<file path="config.mk">
export PLATFORM = sky130hd
export DESIGN_NAME = seq_detect_param
export DESIGN_NICKNAME = d
export VERILOG_FILES = /design/src/rtl/seq_detect_param.sv
export SDC_FILE = /design/constraint.sdc
export NUM_CORES = 1
export LEC_CHECK = 0
export ABC_AREA = 1
export BUFFER_PORTS_ARGS = -buffer_cell sky130_fd_sc_hd__buf_4
export CAP_MARGIN = 25
export CORE_MARGIN = 2
export CORE_UTILIZATION = 56
export CTS_CLUSTER_DIAMETER = 50
export CTS_CLUSTER_SIZE = 12
export DETAILED_ROUTE_END_ITERATION = 12
export GPL_TIMING_DRIVEN = 0
export PLACE_DENSITY = 0.81
export SLEW_MARGIN = 10
export SYNTH_ARGS = -nofsm -noshare
export SYNTH_HDL_FRONTEND = slang
export SYNTH_SLANG_ARGS = --single-unit
</file>
<file path="constraint.sdc">
create_clock -name clk -period 3.2 [get_ports clk]
set_clock_uncertainty 0.1 [all_clocks]
set_input_delay 0 -clock clk [delete_from_list [all_inputs] [get_ports clk]]
set_output_delay 0 -clock clk [all_outputs]
set_load 0.1 [all_outputs]
</file>
<file path="src/rtl/seq_detect_param.sv">
// seq_detect_param
// Parametrised Moore serial-pattern detector with sample enable and a
// saturating match counter.
//
// The state index k (0..PATTERN_LEN) is the number of pattern bits matched.
// Next-state tables for in=0 and in=1 are built at elaboration by a
// constant function (KMP automaton), so the run-time logic is a mux.
//
// Parameters:
//   PATTERN_LEN  pattern length, 2..16
//   PATTERN      pattern bits, PATTERN[PATTERN_LEN-1] is received first
//   OVERLAP      1: overlapping matches allowed, 0: restart from S0 after MATCH
//   CNT_W        match counter width
// Ports:
//   clk          clock, rising edge
//   rst          asynchronous active-high reset
//   in           serial data bit
//   en           sample qualifier, in is consumed only when en=1
//   clr_cnt      synchronous clear of match_count (wins over increment)
//   out          registered match flag, high while in MATCH state
//   progress     current state index (bits of pattern matched)
//   match_count  saturating count of matches
module seq_detect_param #(
  parameter int                     PATTERN_LEN = 5,
  parameter logic [PATTERN_LEN-1:0] PATTERN     = 5'b11011,
  parameter bit                     OVERLAP     = 1'b1,
  parameter int                     CNT_W       = 8
) (
  input  logic                             clk,
  input  logic                             rst,
  input  logic                             in,
  input  logic                             en,
  input  logic                             clr_cnt,
  output logic                             out,
  output logic [$clog2(PATTERN_LEN+1)-1:0] progress,
  output logic [CNT_W-1:0]                 match_count
);

  localparam int SW    = $clog2(PATTERN_LEN + 1);
  localparam int TBL_W = (PATTERN_LEN + 1) * SW;
  localparam logic [SW-1:0]    MATCH_ST = SW'(PATTERN_LEN);
  localparam logic [CNT_W-1:0] CNT_MAX  = {CNT_W{1'b1}};

  // Pattern bit j counted from the first bit received.
  function automatic logic pat_bit(input int j);
    logic [PATTERN_LEN-1:0] sh;
    sh = PATTERN >> (PATTERN_LEN - 1 - j);
    return sh[0];
  endfunction

  // Next state for every current state k given consumed bit b.
  // The consumed string is prefix(k) followed by b; the next state is the
  // longest suffix of that string which is also a pattern prefix. From
  // MATCH this naturally starts at the full-pattern border; without
  // overlap MATCH behaves like S0.
  function automatic logic [TBL_W-1:0] build_table(input logic b);
    logic [TBL_W-1:0] t;
    logic [SW-1:0]    nxt;
    logic             ok;
    logic             sb;
    int               kk;
    int               pos;
    t = '0;
    for (int k = 0; k <= PATTERN_LEN; k++) begin
      kk  = (k == PATTERN_LEN && !OVERLAP) ? 0 : k;
      nxt = '0;
      for (int l = 1; l <= PATTERN_LEN; l++) begin
        if (l <= kk + 1) begin
          ok = 1'b1;
          for (int j = 0; j < l; j++) begin
            pos = kk + 1 - l + j;
            sb  = (pos < kk) ? pat_bit(pos) : b;
            if (sb != pat_bit(j)) ok = 1'b0;
          end
          if (ok) nxt = SW'(l);
        end
      end
      t = t | (TBL_W'(nxt) << (k * SW));
    end
    return t;
  endfunction

  localparam logic [TBL_W-1:0] NEXT0 = build_table(1'b0);
  localparam logic [TBL_W-1:0] NEXT1 = build_table(1'b1);

  logic [SW-1:0]    state_q, state_d;
  logic             out_q, out_d;
  logic [CNT_W-1:0] cnt_q, cnt_d;
  logic [TBL_W-1:0] row_sh;

  always_comb begin
    state_d = state_q;
    row_sh  = (in ? NEXT1 : NEXT0) >> (state_q * SW);
    if (en) state_d = row_sh[SW-1:0];
    out_d = (state_d == MATCH_ST);

    cnt_d = cnt_q;
    if (clr_cnt) begin
      cnt_d = '0;
    end else if (en && (state_d == MATCH_ST) && (cnt_q != CNT_MAX)) begin
      cnt_d = cnt_q + 1'b1;
    end
  end

  always_ff @(posedge clk or posedge rst) begin
    if (rst) begin
      state_q <= '0;
      out_q   <= 1'b0;
      cnt_q   <= '0;
    end else begin
      state_q <= state_d;
      out_q   <= out_d;
      cnt_q   <= cnt_d;
    end
  end

  assign out         = out_q;
  assign progress    = state_q;
  assign match_count = cnt_q;

endmodule
</file>
==> qor.yml, run 1 <==
power_frac_seq_pct: 33.8
period_minus_slack_ps: 1820
pwr-share-clk_pct: 21.7
maxSlewViolCount: 0
avgSynthCellArea_um2: 7.37
comb_power_share_pct: 44.5
finalSetupViolations: 0
cts_num_sinks: 12
pwr_density_cell_nw_per_um2: 536
ys.flop_type: "dfrtp_1"
slew_headroom_pct: 68.8
tns_ps: 0
h-tree-depth: 1
yosys_warnings: 0
ir_worst_vdd_mv: 0.578
n_fill_cell: 91
grt_max_degree: 13
fmax_mhz: 551
ant_nets: 0
intPower_mw: 0.292
synth_cell_types: 19
switchingPower_mw: 0.261
worstMarginPinSlew_ps: 467
grt_pass1_wl_um: 3220
viasPerCell: 5.27
area_growth_pct: 24.8
setup.worst_path.end_class: "register"
ios: 17
cts_setup_buffers: 0
synth.net_count: 121
grt_pass1_vias: 716
syn_area_um2: 826
wirelength_um: 1760
hold_viol: 0
vias: 790
place_hpwl_um: 1250
numPortBuffers: 16
routabilityCongestion: 0.824
initial_core_util_pct: 61.9
post-route-period-util_pct: 56.8
die_h_um: 42.4
synth_seq_cells: 12
synth-edff-count: 0
insertion_delay_ps: 270
cts_tree: "done"
placementRows: 13
cts_root_buf: "clkbuf_4"
cap_viol_max_count: 0
die_w_um: 42.4
seq_area_frac_synth_pct: 36.4
dieArea_um2: 1800
rsz0062_at_grt: "no"
crit_type: "register to register"
cts_resized: 0
first_pass_iters: 4
cp_data_arrival_time_ps: 1880
swShare_pct: 47.2
core_um2: 1330
grt_usage_pct: 23.2
antenna_found_initial: 0
synthCells: 112
whs_ps: 132
antennaDiodeCount: 0
crit_required_ps: 3270
crit_fanout: 10
clockBufferDepth: 2
synthArstFlopShare_pct: 100
leakage_nw: 0.660
drive_gt1_share_pct: 23.0
design.final.nets: 145
hp-class: "input pin to register"
grt.overflow.total: 0
start_kind: "register"
drc_errors: 0
status: "complete, no violations"
numCtsBuffers: 3
clk_pin_slew_worst_paths_ps: 70
drt_iter0_markers: 19
detail_route.wl_per_cell_um: 11.7
-- per-stage QoR --
stage                     instances  utilization (%)  area, um2  setup slack, ps  power, mW
final                           150             77.3       1030             1380      0.552
after global routing            150             77.3       1030             1180      0.586
after CTS                       150             77.3       1030             1390      0.552
after detailed placement        143             72.3        965             1400      0.432
after global placement          143             72.3        965             1450      0.426
after floorplan                 112                -        826              803      0.380
-- metal layers --
| metal | track usage [%] | share of wire, % | vias to the layer above |
|---|---|---|---|
| met3 | 3.88 | 2.7 | 5 |
| met1 | 35.6 | 51 | 365 |
| met5 | 0 | 0 | - |
| met4 | 5.63 | 1.5 | 0 |
| li1 | - | - | 406 |
| met2 | 33.5 | 44 | 14 |
-- power groups by stage --
stage | Combinational [mW] | Sequential [mW] | Clock, mW
4_1_cts | 0.247 | 0.185 | 0.121
3_5_place_dp | 0.243 | 0.188 | 0
6_report | 0.246 | 0.186 | 0.120
3_3_place_gp | 0.239 | 0.188 | 0
5_1_grt | 0.266 | 0.189 | 0.131
2_1_floorplan | 0.0826 | 0.298 | 0
-- sequential cells by signal, indices dropped and copies added, names as in the netlist --
name and count:
progress 3, out 1, match_count 8
-- critical path, cell delays in order, from the launching register on --
cell	delay [ps]
dfrtp_1	410
inv_1	100
ha_1	270
nand2_1	50
nand2_1	70
nand2_1	40
nand2_1	60
nand2_1	140
nor2_8	210
nand2_4	120
nand3_1	90
nand2_1	50
-- timing repair --
action / 4_1_cts / 5_1_grt
setup endpoints to repair: 0 / 0
hold buffers: 3 / 0
endpoints found under the hold margin: 17 / 0
-- kinds of logic (layout without fill, tap and decap cells) --
| group | Yosys count | count (layout) | synth area share, % |
|---|---|---|---|
| AND/OR/NAND/NOR | 66 | 66 | 40.2 |
| buffers and inverters | 25 | 48 | 12.7 |
| flip-flops | 12 | 12 | 36.4 |
| adder cells (fa/ha/maj) | 4 | 4 | 6.06 |
| XOR/XNOR | 3 | 3 | 3.18 |
| AO/OA/AOI/OAI | 2 | 2 | 1.51 |
-- layout by cell type, fill, tap and decap left out, drive strengths merged --
cell type	synthesis	final
o21ai	1	1
or2	1	1
clkbuf	0	4
nand3	14	14
nor2	2	2
o21a	1	1
dfrtp	12	12
dlygate4sd3	0	3
xor2	2	2
ha	4	4
xnor2	1	1
nand2	37	37
inv	23	23
nand4	12	12
buf	2	18
-- final cells by class --
type	instances	area, um2	area share (%)
flip-flops and latches	12	300	29.1
well taps	15	18.8	1.82
multi-input cells	75	420	40.8
repair buffers	19	150	14.6
clock buffers	4	36.3	3.52
inverters	23	86.3	8.37
plain buffers	2	18.8	1.82
-- path summary, 6_finish.rpt --
path                                        to  slack (ps)  depth (start not counted)      startpoint
worst max-delay path            match_count[3]        1380                         11     progress[0]
worst min register to register  match_count[1]         460                          2  match_count[1]
max in group asynchronous       match_count[4]        2490                          3             rst
worst max register to register  match_count[3]        1380                         11     progress[0]
min in group asynchronous                  out         200                          3             rst
worst min-delay path               progress[2]         130                          4              in
-- cell usage after synthesis, types with 2 or more instances --
library cell	n	area share, %
inv_1	20	9.1
nand3_1	13	7.9
nand4_1	12	9.1
dfrtp_1	12	36
nand2_2	2	1.5
nand2_1	34	15
ha_1	4	6.1
xor2_1	2	2.1
inv_2	3	1.4
Power figures use the tool's default switching activity.
==> run 2: changes to the inputs <==
--- a/config.mk
+++ b/config.mk
@@ -5,16 +5,16 @@
 export SDC_FILE = /design/constraint.sdc
 export NUM_CORES = 1
 export LEC_CHECK = 0
-export ABC_AREA = 1
+export ABC_AREA = 0
 export BUFFER_PORTS_ARGS = -buffer_cell sky130_fd_sc_hd__buf_4
 export CAP_MARGIN = 25
 export CORE_MARGIN = 2
-export CORE_UTILIZATION = 56
+export CORE_UTILIZATION = 51
 export CTS_CLUSTER_DIAMETER = 50
 export CTS_CLUSTER_SIZE = 12
 export DETAILED_ROUTE_END_ITERATION = 12
 export GPL_TIMING_DRIVEN = 0
-export PLACE_DENSITY = 0.81
+export PLACE_DENSITY = 0.76
 export SLEW_MARGIN = 10
 export SYNTH_ARGS = -nofsm -noshare
 export SYNTH_HDL_FRONTEND = slang
==> constraint.sdc (replaced) <==
create_clock -name clk -period 1.9 [get_ports clk]
set_clock_uncertainty 0.1 [all_clocks]
set_input_delay 0 -clock clk [delete_from_list [all_inputs] [get_ports clk]]
set_output_delay 0 -clock clk [all_outputs]
set_load 0.1 [all_outputs]
==> qor.yml, run 2 <==
h-tree-depth: 1
hp-class: "input pin to register"
ant_nets: 0
n_fill_cell: 77
pwr_density_cell_nw_per_um2: 891
detail_route.wl_per_cell_um: 16.1
die_w_um: 42.7
first_pass_iters: 4
grt.overflow.total: 0
post-route-period-util_pct: 108
dieArea_um2: 1820
slew_headroom_pct: 68.5
design.final.nets: 125
viasPerCell: 5.85
seq_area_frac_synth_pct: 39.4
min_path_cells: 4
synthTopCellsByCount: "dfrtp_1 (12), inv_1 (9), a21oi_1 (8)"
yosysMostFrequentCell: "dfrtp_1"
synthArstFlopShare_pct: 100
hold_viol: 0
rr_startpoint: "match_count[0]"
rsz0062_at_grt: "yes"
synthCells: 83
wl_met3_um: 176
setup.worst_path.end_class: "register"
grt_usage_pct: 22.1
m1WireLength_um: 872
synth.net_count: 92
worstMarginPinSlew_ps: 472
leakage_nw: 0.466
cp_data_arrival_time_ps: 2150
synth_seq_cells: 12
drc_errors: 0
period_minus_slack_ps: 2050
worst_path_largest_cell_delay_ps: 500
pre_cts_ws_ps: -194
ios: 17
synth_top_cell_by_area: "dfrtp_1"
yosys_warnings: 0
grt_pass1_wl_um: 3000
syn_area_um2: 762
r2r_cells: 7
cts_tree: "done"
clk_pin_slew_worst_paths_ps: 80
initial_core_util_pct: 56.4
drive_gt1_share_pct: 53.9
final_common_cell: "buf_4"
dpl_cell_area_um2: 963
final_area_um2: 1160
insertion_delay_ps: 280
highest_layer: "met4"
crit_chain: "ha_4 -> nand4_1 -> o21ai_1 -> buf_4 -> or3_1 -> or3_1 -> a21oi_2"
antenna_found_initial: 0
worstHoldStart: "in"
synth-edff-count: 0
tns_ps: -940
numPortBuffers: 15
place_hpwl_um: 1220
crit_type: "register to register"
vias: 761
finalSetupViolations: 8
violations: "setup timing"
clockBufferDepth: 2
grt_pass1_vias: 660
fmax_mhz: 487
cts_root_buf: "clkbuf_4"
cts_num_sinks: 12
regArea_um2: 322
mostFrequentLayoutCells: "buf_4 (27), inv_1 (8), dfrtp_2 (8)"
fin_ws_ps: -154
crit_fanout: 5
ys.flop_type: "dfrtp_1"
finalNonFillerCells: 130
multi_input_area_um2: 504
synth_cell_types: 32
worstHoldEndpoint: "progress[1]"
antennaDiodeCount: 0
status: "complete, but fails checks"
numCtsBuffers: 3
routabilityCongestion: 0.765
critical-path-slowest-cell: "dfrtp_4"
cap_viol_max_count: 0
met2WireLength_um: 1030
yosys-top-cells-area: "dfrtp_1 (39%), ha_1 (6.6%), or3_1 (5.7%)"
rrSetupSlack_ps: -150
dp.cells: 113
r2r_end: "match_count[3]"
ir_worst_vdd_mv: 0.809
synth_top_area_share_pct: 39.4
crit_required_ps: 2000
die_h_um: 42.7
core_um2: 1350
largest_register_ffs: 8
avgSynthCellArea_um2: 9.18
start_kind: "register"
wirelength_um: 2090
grt_max_degree: 13
drt_iter0_markers: 20
area_growth_pct: 52.4
cp_common_cell: "or3_1"
whs_ps: 148
placementRows: 13
maxSlewViolCount: 0
run 2: final cells by class:
class / count / area share, %
Clock buffer: 4 / 3.13
Multi-Input combinational cell: 59 / 43.4
Timing Repair Buffer: 28 / 18.8
Inverter: 9 / 3.13
Sequential cell: 12 / 27.7
Tap cell: 15 / 1.62
Buffer: 3 / 2.26
run 2: worst max path at each step:
stage,from,to,slack [ps],depth (start not counted)
6_report,match_count[0],match_count[3],-150,7
5_1_grt,progress[0],match_count[1],-240,8
4_1_cts,progress[0],match_count[6],-170,7
3_5_place_dp,progress[0],match_count[6],-190,7
3_3_place_gp,progress[0],match_count[6],-140,7
2_1_floorplan,progress[0],match_count[1],-240,8
run 2: layer usage:
| layer | GRT usage [%] | vias up |
|---|---|---|
| met3 | 5.53 | 5 |
| met5 | 0 | - |
| met2 | 35.8 | 40 |
| met4 | 10.0 | 0 |
| met1 | 27.5 | 357 |
| li1 | - | 359 |
run 2: timing repair:
action / in CTS / in global routing
pin swaps: 7 / 4
buffers inserted: 8 / 1
cloned: 0 / 1
endpoints found under the hold margin: 21 / 0
endpoints found under the setup margin: 8 / 8
resized for setup: 4 / 8
hold buffers: 3 / 0
run 2: cell families (layout without fill, tap and decap cells):
kind of cell,Yosys count,in the layout,synth area share [%]
muxes,3,3,4.27
buffers and inverters,12,44,7.55
DFF,12,12,39.4
AOI/OAI and AO/OA,24,24,20.4
and+or+nand+nor,28,28,21.8
adders and majority gates,4,4,6.57
run 2: power breakdown:
part / switching (mW) / internal [mW] / leakage [nW]
Sequential: 0.0468 / 0.290 / 0.145
Combinational: 0.333 / 0.160 / 0.300
Clock: 0.0879 / 0.116 / 0.0210
run 2: through the flow:
| stage | util (%) | total power [mW] |
|---|---|---|
| after floorplan | - | 0.676 |
| after global placement | 71.4 | 0.756 |
| after detailed placement | 71.4 | 0.767 |
| after CTS | 82.0 | 1.01 |
| after global routing | 86.0 | 1.08 |
| final | 86.0 | 1.03 |
run 2: worst max-delay path: cells and delay by family, from the launching register on:
family                     cells  cell delay [ps]
AOI/OAI and AO/OA              2              220
and+or+nand+nor                3              810
adders and majority gates      1              170
DFF                            1              500
buffers and inverters          1              170
